**src/rtl/fx_pkg.sv**
```systemverilog
// Shared constants and helpers for the fixed-point format converters.
// Mode encodings and signed range limits are shared by every narrowing block.
package fx_pkg;

  localparam int ROUND_TRUNC   = 0;
  localparam int ROUND_HALF_UP = 1;
  localparam int ROUND_CONV    = 2;

  localparam int SAT_WRAP  = 0;
  localparam int SAT_CLAMP = 1;

  // Largest and smallest two's-complement values representable in w bits.
  function automatic logic signed [63:0] fx_max(input int w);
    return (64'sd1 <<< (w - 1)) - 64'sd1;
  endfunction

  function automatic logic signed [63:0] fx_min(input int w);
    return -(64'sd1 <<< (w - 1));
  endfunction

endpackage

```
**src/rtl/fx_round_stage.sv**
```systemverilog
// Drops D_LSB fractional bits with the selected rounding mode and registers the result.
// The output carries one guard bit so a round-up carry out of the MSB is never lost.
module fx_round_stage
  import fx_pkg::*;
#(
  parameter int IW         = 14,
  parameter int D_LSB      = 2,
  parameter int ROUND_MODE = ROUND_HALF_UP
) (
  input  logic              clk,
  input  logic              rst_n,
  input  logic              en,
  input  logic              i_valid,
  input  logic [IW-1:0]     i_data,
  output logic              o_valid,
  output logic [IW-D_LSB:0] o_data
);

  localparam int RW = IW - D_LSB + 1;

  logic [IW:0]   ext;
  logic [RW-1:0] rnd;

  assign ext = {i_data[IW-1], i_data};

  generate
    if (D_LSB == 0) begin : g_pass
      assign rnd = ext;
    end else begin : g_round
      localparam logic [IW:0] HALF = (IW+1)'(1) << (D_LSB - 1);

      logic        add_half;
      logic [IW:0] sum;
      logic        unused_lsbs;

      // Convergent skips the half-LSB bias only on an exact tie with an even kept LSB.
      always_comb begin
        add_half = 1'b0;
        if (ROUND_MODE == ROUND_HALF_UP) begin
          add_half = 1'b1;
        end else if (ROUND_MODE == ROUND_CONV) begin
          add_half = !((ext[D_LSB-1:0] == HALF[D_LSB-1:0]) && !ext[D_LSB]);
        end
      end

      assign sum         = ext + (add_half ? HALF : '0);
      assign rnd         = sum[IW:D_LSB];
      assign unused_lsbs = ^sum[D_LSB-1:0];
    end
  endgenerate

  always_ff @(posedge clk or negedge rst_n) begin
    if (!rst_n) begin
      o_valid <= 1'b0;
      o_data  <= '0;
    end else if (en) begin
      o_valid <= i_valid;
      o_data  <= rnd;
    end
  end

endmodule

```
**src/rtl/fx_narrow_pipe.sv**
```systemverilog
// Two-stage signed fixed-point narrowing converter: round off LSBs, then saturate or wrap MSBs.
// Valid semantics: a sample is accepted on every enabled edge with i_valid=1; there is no backpressure.
module fx_narrow_pipe
  import fx_pkg::*;
#(
  parameter int IW         = 14,
  parameter int IF         = 6,
  parameter int OW         = 10,
  parameter int OF         = 4,
  parameter int ROUND_MODE = ROUND_HALF_UP,
  parameter int SAT_MODE   = SAT_CLAMP,
  parameter int CNT_W      = 16
) (
  input  logic             clk,
  input  logic             rst_n,
  input  logic             i_en,
  input  logic             i_valid,
  input  logic [IW-1:0]    i_data,
  input  logic             i_clr,
  output logic             o_valid,
  output logic [OW-1:0]    o_data,
  output logic             o_ovf,
  output logic             o_ovf_sticky,
  output logic [CNT_W-1:0] o_ovf_cnt
);

  localparam int D_LSB = IF - OF;
  localparam int D_MSB = (IW - IF) - (OW - OF);
  localparam int RW    = IW - D_LSB + 1;

  localparam logic signed [63:0] MAX64 = fx_max(OW);
  localparam logic signed [63:0] MIN64 = fx_min(OW);
  localparam logic [OW-1:0]      O_MAX = MAX64[OW-1:0];
  localparam logic [OW-1:0]      O_MIN = MIN64[OW-1:0];

  generate
    if (D_LSB < 0 || D_MSB < 0 || ROUND_MODE < 0 || ROUND_MODE > 2
        || SAT_MODE < 0 || SAT_MODE > 1) begin : g_bad_params
      $error("fx_narrow_pipe: illegal parameters (formats must narrow, modes in range)");
    end
  endgenerate

  logic          s1_valid;
  logic [RW-1:0] s1_data;
  logic          ovf;
  logic [OW-1:0] nxt_data;

  fx_round_stage #(
    .IW         (IW),
    .D_LSB      (D_LSB),
    .ROUND_MODE (ROUND_MODE)
  ) u_round (
    .clk     (clk),
    .rst_n   (rst_n),
    .en      (i_en),
    .i_valid (i_valid),
    .i_data  (i_data),
    .o_valid (s1_valid),
    .o_data  (s1_data)
  );

  // In range only when every bit from the output sign upward matches.
  assign ovf = !((&s1_data[RW-1:OW-1]) || !(|s1_data[RW-1:OW-1]));

  always_comb begin
    nxt_data = s1_data[OW-1:0];
    if (SAT_MODE == SAT_CLAMP && ovf) begin
      nxt_data = s1_data[RW-1] ? O_MIN : O_MAX;
    end
  end

  always_ff @(posedge clk or negedge rst_n) begin
    if (!rst_n) begin
      o_valid      <= 1'b0;
      o_data       <= '0;
      o_ovf        <= 1'b0;
      o_ovf_sticky <= 1'b0;
      o_ovf_cnt    <= '0;
    end else begin
      if (i_en) begin
        o_valid <= s1_valid;
        o_data  <= nxt_data;
        o_ovf   <= s1_valid && ovf;
      end
      // Clear works even while stalled and beats a same-cycle overflow.
      if (i_clr) begin
        o_ovf_sticky <= 1'b0;
        o_ovf_cnt    <= '0;
      end else if (i_en && s1_valid && ovf) begin
        o_ovf_sticky <= 1'b1;
        if (!(&o_ovf_cnt)) begin
          o_ovf_cnt <= o_ovf_cnt + CNT_W'(1);
        end
      end
    end
  end

endmodule
```
**config.mk**
```make
export PLATFORM = sky130hd
export DESIGN_NAME = fx_narrow_pipe
export DESIGN_NICKNAME = d
export VERILOG_FILES = /design/src/rtl/fx_pkg.sv /design/src/rtl/fx_round_stage.sv /design/src/rtl/fx_narrow_pipe.sv
export SDC_FILE = /design/constraint.sdc
export NUM_CORES = 1
export LEC_CHECK = 0
export ABC_AREA = 0
export CORE_UTILIZATION = 54
export DETAILED_ROUTE_END_ITERATION = 16
export PLACE_DENSITY = 0.83
export SKIP_CTS_REPAIR_TIMING = 1
export SLEW_MARGIN = 20
export SYNTH_ARGS = -nofsm -noshare
export SYNTH_HDL_FRONTEND = slang
export SYNTH_SLANG_ARGS = --single-unit
```
**constraint.sdc**
```tcl
create_clock -name clk -period 2.89 [get_ports clk]
set_input_delay 0.4335 -clock clk [delete_from_list [all_inputs] [get_ports clk]]
set_output_delay 0.4335 -clock clk [all_outputs]
set_load 0.01 [all_outputs]
```
# Word-level counts from Yosys, hierarchy flattened
# Index checks and enable logic that the tools add are counted.
# word_totals
romBits	0
mem_count	0
latch_bits	0
mem_bits_rw	0
inputBits	19
regBits	43
# classes
n_mux	7
eq_ne	1
n_bitwise	0
reduce_logical	11
shift	0
order_cmp	0
div_mod_pow	0
n_mul	0
add_sub_neg	2
# op_table
op	n
2-to-1 mux 16 bit	3
2-to-1 mux 10 bit	2
adder 16 x 1 -> 16 bit, second input constant	1
AND reduction 16 bit	1
adder 14 x 3 -> 15 bit, second input constant	1
AND reduction 4 bit	1
OR reduction 4 bit	1
logical AND 1 bit	3
logical NOT 1 bit	2
2-to-1 mux 1 bit	2
inequality test 2 bit, second input constant	1
AND reduction 2 bit	1
nonzero test 2 bit	1
logical OR 1 bit	1

# Logic depth before layout (Yosys ltp)
# logic_depth
depth_word	7
depth_mapped	7

# Hierarchy
# Synthesis repeated with hierarchy kept, for this count alone.
# hier_totals
cells_unflattened	240
area_unflattened_um2	2284.7
# by_module_without_submodules
module	area_each_um2	instances	cells_each	seq_area_each_um2
fx_narrow_pipe	1531.5	1	160	725.7
fx_round_stage	753.2	1	80	350.3

# Least setup slack after synthesis
# OpenSTA, ideal clock, no wires.
# synth_path
kind	flip-flop to flip-flop
from	register o_ovf_cnt[0]
to	register o_ovf_cnt[6]
slack_ps	1125
setup_ps	132
period_less_slack_ps	1765
required_time_ps	2758
path_buffers	1
arrival_ps	1633
stages_incl_launch_ff	8
path_cell_list	dfrtp_1 ha_1 and3_1 and3_1 buf_2 a211oi_1 xnor2_1 nor2_1
# synth_between
elab_chain_cells	4
# synth_lines
item	line_no	rtl
from (decl)	fx_narrow_pipe.sv:24	output logic [CNT_W-1:0] o_ovf_cnt
from (signal assigned)	fx_narrow_pipe.sv:92	o_ovf_cnt <= o_ovf_cnt + CNT_W'(1);
adder 16 x 1 -> 16 bit	fx_narrow_pipe.sv:92	
2-to-1 mux 16 bit	fx_narrow_pipe.sv:91	if (!(&o_ovf_cnt)) begin
2-to-1 mux 16 bit	fx_narrow_pipe.sv:89	end else if (i_en && s1_valid && ovf) begin
2-to-1 mux 16 bit	fx_narrow_pipe.sv:86	if (i_clr) begin
# Parallel ways exist; a longest one is shown, timed or not. The select of a mux whose other input is x is not followed.
# A chain may end at the register's enable or synchronous reset.

# Final worst setup path
# layout_path
from	register u_round.o_data[10]
to	register o_ovf_cnt[8]
# layout_between
elab_chain_cells	7
# layout_lines
item	line_no	rtl
from (decl)	fx_round_stage.sv:16	output logic [IW-D_LSB:0] o_data
from (signal assigned)	fx_round_stage.sv:58	o_data <= rnd;
OR reduction 4 bit	fx_narrow_pipe.sv:63	assign ovf = !((&s1_data[RW-1:OW-1]) || !(|s1_data[RW-1:OW-1]));
logical NOT 1 bit	fx_narrow_pipe.sv:63	
logical OR 1 bit *	fx_narrow_pipe.sv:63	
logical NOT 1 bit *	fx_narrow_pipe.sv:63	
logical AND 1 bit *	fx_narrow_pipe.sv:89	
nonzero test 2 bit (no source line) *	-	
AND reduction 2 bit (no source line) *	-	
# Every way passes the cells marked *; elsewhere a longest branch is shown, timed or not.

==> results <==
- The core area is 3716 um2.
- Data on the critical path arrives at its endpoint at 2050 ps.
- Setup repair after global routing left no endpoint under its margin.
- The wire length of the first global-routing pass is 7569 um.
- The clock tree from TritonCTS is yes.
- The full die area is 4187 um2.
- At the worst endpoint, the required time is 3050 ps.
- The number of nets in the finished design is 284.
- From left edge to right edge, the die measures 64.71 um.
- Counting flops and latches in the post-synthesis netlist gives 43.
- The placed wire-length estimate after detailed placement is 3019 um.
- The type of origin of the critical path is a register.
- Across the VDD grid, the largest voltage drop is 0.0003135 V.
- In this run the cell area of the synthesized design comes to 2123 um2.
- After clock tree synthesis, the clock-pin slew on the worst setup and hold paths is 80 ps.
- The number of antenna violations at the first check in global routing is 0.
- The post-synthesis instance total is 220.
- The worst pin sits at a relative slew slack of 0.4051.
- The leakage power figure is 1.031 nW.
- The number of flops mapped to enable cells by yosys is 0.
- The post-route antenna net violation count is 0.
- The mean cell area of the mapped netlist is 9.651 um2.
- The net switching share of the total power is 0.2437.
- The share of total power dissipated in sequential elements is 0.498.
- STA classifies the critical path endpoint as a register.
- The total instance count after detailed placement is 304.
- The number of antenna diodes in the final layout is 0.
- The share of total power dissipated in the clock network is 0.352.
- For this run, the total global-route usage over all layers was measured as 0.2378.
- After detailed routing, the number of vias per cell comes to 5.538.
- The number of global-route vias before repair came to 1641.
- For the final database, setup skew stands at 8.258 ps.
- Among all flip-flop cells after synthesis, the most frequent one is sky130_fd_sc_hd__dfrtp_1.
- The combinational fraction of design power is 0.150.
- The synthesized netlist contains 32 unique library cells.
- The number of setup violations in the final report is 0.
- The floorplan step set the die height to 64.71 um.
- Across the run, the number of max-cap violations was 0.
- The pin count of the biggest net entering global routing is 44.
- The post-route DRC violation count is 0.
- Before antenna repair, the detailed router went through 4 iterations.
- The wire length per cell is 13.81 um.
- Synthesis produced a netlist with a net count of 241.
- The max-slew violation count is 0.
- The total overflow left after global routing is 0.
- The flow ran to the end, and the final reports show no timing, DRC or antenna violations.
- At the pin with the least slew margin, the transition time is 892.3 ps.
- The maximum number of buffers from clock root to sink is 2.
- The kind of critical path is reg -> reg.
- At the end of routability-driven placement, the weighted congestion stood at 0.8101.
- The worst hold path belongs to the class in -> async.
- For this design the total switching power over the nets is 333.2 uW.
- The number of clock sinks is 43.
- Port buffering added 46 buffers.
- The root buffer cell chosen for the clock tree is sky130_fd_sc_hd__clkbuf_8.
- The routed design has 4310 um of wire.
- After floorplanning, the core was divided into 22 placement rows.
- Of the available clock period, the critical path in the final layout requires 0.6553.
- The share of flip-flops with an asynchronous set or reset after synthesis is 1.000.
- The share of the Yosys chip area taken by registers is 0.5068.
- Pin placement for this block handled 48 I/O pins.
- The count of endpoints failing hold in the final timing report is 0.
- The timing-limited maximum frequency is 528.0 MHz.
- The initial utilization of the core area, before any placement, comes to 0.5714.
- The internal power summed over all cells is 1.034 mW.
- The total number of vias is 1728.
- For the worst-skew pair, the clock arrives at the later sink with an insertion delay of 290 ps.
- The critical-path maximum fanout is 17.
- The Yosys step of the flow raised 0 warnings.
- The first routing iteration left 108 violations.
- In this run the power density over the cells is 504.2 nW/um2.
- The number of H-tree levels is 2.
- The area growth from synthesis to layout is 27.70%.
- The share of final-layout standard cells stronger than drive strength 1 is 0.06818.
- The clock buffer count from CTS is 5.
- The post-route non-filler standard cell count is 312.
- Subtracting the final worst setup slack from the clock period gives 1894 ps.
- For the final routed database, the setup TNS stands at 0 ps.
[state kept, by name, summed over array words and instances (netlist names)]
| register | cells |
|---|---|
| o_ovf_cnt | 16 |
| o_valid | 1 |
| u_round.o_valid | 1 |
| o_data | 10 |
| u_round.o_data | 13 |
| o_ovf | 1 |
| o_ovf_sticky | 1 |
[layer usage]
metal  GRT usage  wire [um]  vias to the layer above
met4      0.1056        124                        0
met2      0.3906       2101                       48
li1            -          -                      845
met1      0.3067       1914                      820
met3     0.04049        170                       15
met5           0          0                        -
[cells in the final DEF (no fill, tap or decap), types with 6 or more instances in the layout]
master	Yosys	layout
sky130_fd_sc_hd__xnor2_1	19	19
sky130_fd_sc_hd__dfrtp_1	43	43
sky130_fd_sc_hd__clkbuf_8	0	6
sky130_fd_sc_hd__nand3_1	14	14
sky130_fd_sc_hd__a21oi_1	22	22
sky130_fd_sc_hd__nand2_1	14	14
sky130_fd_sc_hd__xor2_1	6	6
sky130_fd_sc_hd__nor2_1	39	39
sky130_fd_sc_hd__clkdlybuf4s50_1	0	45
sky130_fd_sc_hd__a211oi_1	6	6
[cell usage after synthesis (all sizes together) (5+ instances only)]
cell	instances	share of area
a211oi	6	0.021
a21oi	23	0.056
and3	5	0.015
buf	6	0.018
clkbuf	6	0.011
dfrtp	43	0.51
inv	5	0.0088
nand2	14	0.025
nand3	14	0.033
nand4	5	0.015
nor2	39	0.069
nor4	5	0.015
xnor2	19	0.078
xor2	6	0.025
[stage by stage]
| step | power, mW | utilization | worst slack (ps) | cell area (um2) | hold WS [ps] |
|---|---|---|---|---|---|
| 6_report | 1.367 | 0.7296 | 996.1 | 2711 | 259.8 |
| 3_3_place_gp | 0.8925 | 0.6980 | 849.2 | 2594 | 490.3 |
| 2_1_floorplan | 0.7838 | - | 1125 | 2123 | 137.9 |
| 3_5_place_dp | 0.8993 | 0.6980 | 823.6 | 2594 | 495.3 |
| 5_1_grt | 1.430 | 0.7296 | 848.7 | 2711 | 356.9 |
| 4_1_cts | 1.377 | 0.7296 | 1012 | 2711 | 297.6 |
[power groups by stage]
stage | sequential, mW | clock [mW] | combinational, mW
after floorplan | 0.700 | 0 | 0.0842
after global placement | 0.691 | 0 | 0.202
after detailed placement | 0.692 | 0 | 0.207
after CTS | 0.681 | 0.487 | 0.209
after global routing | 0.687 | 0.516 | 0.227
final | 0.681 | 0.481 | 0.206
[critical path, stage by stage (launching register included)]
cell	delay [ps]
sky130_fd_sc_hd__dfrtp_1	400
sky130_fd_sc_hd__or3_1	470
sky130_fd_sc_hd__o2111ai_4	480
sky130_fd_sc_hd__nor3_1	150
sky130_fd_sc_hd__xnor2_1	200
sky130_fd_sc_hd__nor2_1	60
[final timing paths]
check	from	to	slack [ps]	depth (start not counted)
worst min register to register	o_valid$_DFFE_PN0P_	o_valid$_DFFE_PN0P_	510	1
worst max register to register	u_round.o_data[10]$_DFFE_PN0P_	o_ovf_cnt[8]$_DFFE_PN0P_	1000	5
max in group asynchronous	rst_n	o_data[0]$_DFFE_PN0P_	2070	1
worst min-delay path	rst_n	u_round.o_valid$_DFFE_PN0P_	260	1
min in group clk	o_valid$_DFFE_PN0P_	o_valid$_DFFE_PN0P_	510	1
worst max-delay path	u_round.o_data[10]$_DFFE_PN0P_	o_ovf_cnt[8]$_DFFE_PN0P_	1000	5
[layout make-up]
type	instances	area, um2
Sequential cell	43	1076
Fill cell	281	1005
Multi-Input combinational cell	160	968.4
Timing Repair Buffer	48	470.5
Clock buffer	6	82.58
Tap cell	48	60.06
Clock inverter	2	35.03
Inverter	5	18.77
[logic make-up (layout without fill, tap and decap cells)]
group                    Yosys count  count (layout)  synth area share
AND/OR/NAND/NOR                   91              91            0.2021
adder cells (fa/ha/maj)            2               2           0.01178
XOR/XNOR                          25              25            0.1031
multiplexers                       5               5           0.02593
AO/OA/AOI/OAI                     37              37            0.1132
buffers and inverters             17              61           0.03712
flip-flops                        43              43            0.5068
Note: power is estimated with default switching activity, not from simulation.
==> RTL edit, RTL diff (config.mk and constraints unchanged) <==
`IW` is set to 14 in 2 places; all go to 16.
--- a/src/rtl/fx_round_stage.sv
+++ b/src/rtl/fx_round_stage.sv
@@ -4,5 +4,5 @@
   import fx_pkg::*;
 #(
-  parameter int IW         = 14,
+  parameter int IW         = 16,
   parameter int D_LSB      = 2,
   parameter int ROUND_MODE = ROUND_HALF_UP
--- a/src/rtl/fx_narrow_pipe.sv
+++ b/src/rtl/fx_narrow_pipe.sv
@@ -4,5 +4,5 @@
   import fx_pkg::*;
 #(
-  parameter int IW         = 14,
+  parameter int IW         = 16,
   parameter int IF         = 6,
   parameter int OW         = 10,
Ports: changed (resized i_data); port bits go from 48 to 50. No check against the original RTL was run, so the function may have changed too.
==> RTL edit against the unedited design <==
Final cell count increased by 8.7%; power up 8.7%; routed wire length grew 11%; setup slack worse by 260 ps; area after synthesis increased by 8.1%; count of clock-buffer cells in the layout down 1; sequential cell count grew 2; clock power up 16%; sequential power grew 3.7%; design area rose by 9.0%; critical endpoint is now o_ovf_cnt[6]; largest cell class unchanged; highest routed layer unchanged.
==> RTL edit: results (changes against the unedited design) <==
* Xor and xnor fraction of the mapped netlist area at 0.0381 (-0.0650)
* Worst slew pin tran at 739 ps (-154 ps)
* First-pass GRT wire length at 8360 µm (+10%)
* Clock Skews at 6.02 ps (-2.24 ps)
* Worst R2R Setup Slack at 740 ps (-260 ps)
* Worst r2r path cells at 4 (-1)
* Most frequent cells after synthesis: 45 x dfrtp_1, 39 x a21oi_1, 26 x nor2_1, 11 x nand2_1
* Int Pwr at 1130 µW (+9.4%)
* R2r startpoint: u_round.o_data[14]
* Synthesized Nets at 266 (+10%)
* Tot GR Track Use at 0.246 (+0.00791)
* Distinct cells, synth at 37 (+16%)
* Mux cell area share after synthesis at 0.0240 (-0.00195)
* Peak supply drop at 0.283 mV (-9.8%)
* Sequential cell area fraction in the yosys report at 0.490 (-0.0163)
* Post-DP HPWL at 3230 µm (+7.0%)
* Via-per-instance ratio at 5.95 (+7.4%)
* Vias in the first global route at 1,889 (+15%)
* Share of cells above drive strength 1 at 0.0727 (+0.00448)
* Status: finished, final reports clean
* Post-layout net count at 311 (+9.5%)
* Drt first-iter violations at 210 (+94%)
* Fillers at 324 (+15%)
* Synth Area in Compound Gates at 0.184 (+0.0711)
* Largest cells by area after synthesis: dfrtp_1 49%, a21oi_1 8.5%, nor2_1 4.3%
* Worst reg2reg endpoint: o_ovf_cnt[6]
* Largest regs: o_ovf_cnt (16), u_round.o_data (15), o_data (10)
* IO buf count at 48 (+4.3%)
* Wire per inst at 14.1 µm (+2.3%)
* Adder-cell share of the synthesized area at 0.0109 (-0.000886)
* Routability cong. at 0.822 (+1.4%)
* Leak Pwr at 0.00113 µW (+9.9%)
* Worst endpoint data arrival time at 2340 ps (+290 ps)
[RTL edit: cell count changes after synthesis, moves of 5 or more]
cell	change
a211oi_1	-6
a21oi_1	+17
nand4_1	+5
nor2_1	-13
o21ai_0	+5
o31ai_1	+9
or4_1	+9
xnor2_1	-17
[RTL edit: cell families after synthesis]
family                   Yosys count
AO/OA/AOI/OAI                     70
AND/OR/NAND/NOR                   89
multiplexers                       5
flip-flops                        45
adder cells (fa/ha/maj)            2
XOR/XNOR                          10
buffers and inverters             22
[RTL edit: how the worst max path moves through the flow]
stage	start	endpoint	slack (ps)
6_report	u_round.o_data[14]	o_ovf_cnt[6]	740
5_1_grt	u_round.o_data[14]	o_ovf_cnt[6]	550
4_1_cts	u_round.o_data[14]	o_ovf_cnt[6]	760
3_5_place_dp	i_en	o_ovf_cnt[6]	480
3_3_place_gp	i_en	o_ovf_cnt[6]	530
2_1_floorplan	i_en	o_ovf_cnt[6]	1070
[RTL edit: metal layers]
layer / global-route usage / vias to the layer above / routed length (µm)
met2: 0.405 / 63 / 2300
met1: 0.323 / 954 / 2220
li1: - / 993 / -
met5: 0 / - / 0
met4: 0.0479 / 0 / 55
met3: 0.0693 / 7 / 220
[RTL edit: area by class of cell]
type                       instances  share of cell area
clock inverter                     3              0.0220
clock buffer                       5              0.0233
sequential                        45               0.381
timing repair buffer              53               0.178
tap                               50              0.0212
inverter                           7             0.00889
multi-input combinational        176               0.366
[RTL edit: through the flow]
step	hold WS (ps)	instances	total power [µW]	cell area, µm²	setup slack [ps]
4_1_cts	328	338	1490	2930	764
3_3_place_gp	488	330	930	2800	525
2_1_floorplan	138	243	820	2300	1070
3_5_place_dp	502	330	936	2800	480
5_1_grt	36.2	339	1550	2950	547
6_report	24.1	339	1490	2950	736
[RTL edit: critical path: stages, from the launching register on]
cell and delay, ps:
dfrtp_1 420, nor4_1 480, a221o_1 720, nor4_1 110, mux2_2 300
[RTL edit: power groups by stage]
stage               Combinational, µW  Sequential (µW)  Clock (µW)
CTS                               219              707         564
global route                      245              715         593
detailed placement                218              718           0
floorplan                        94.9              725           0
finish                            220              706         559
global placement                  213              717           0
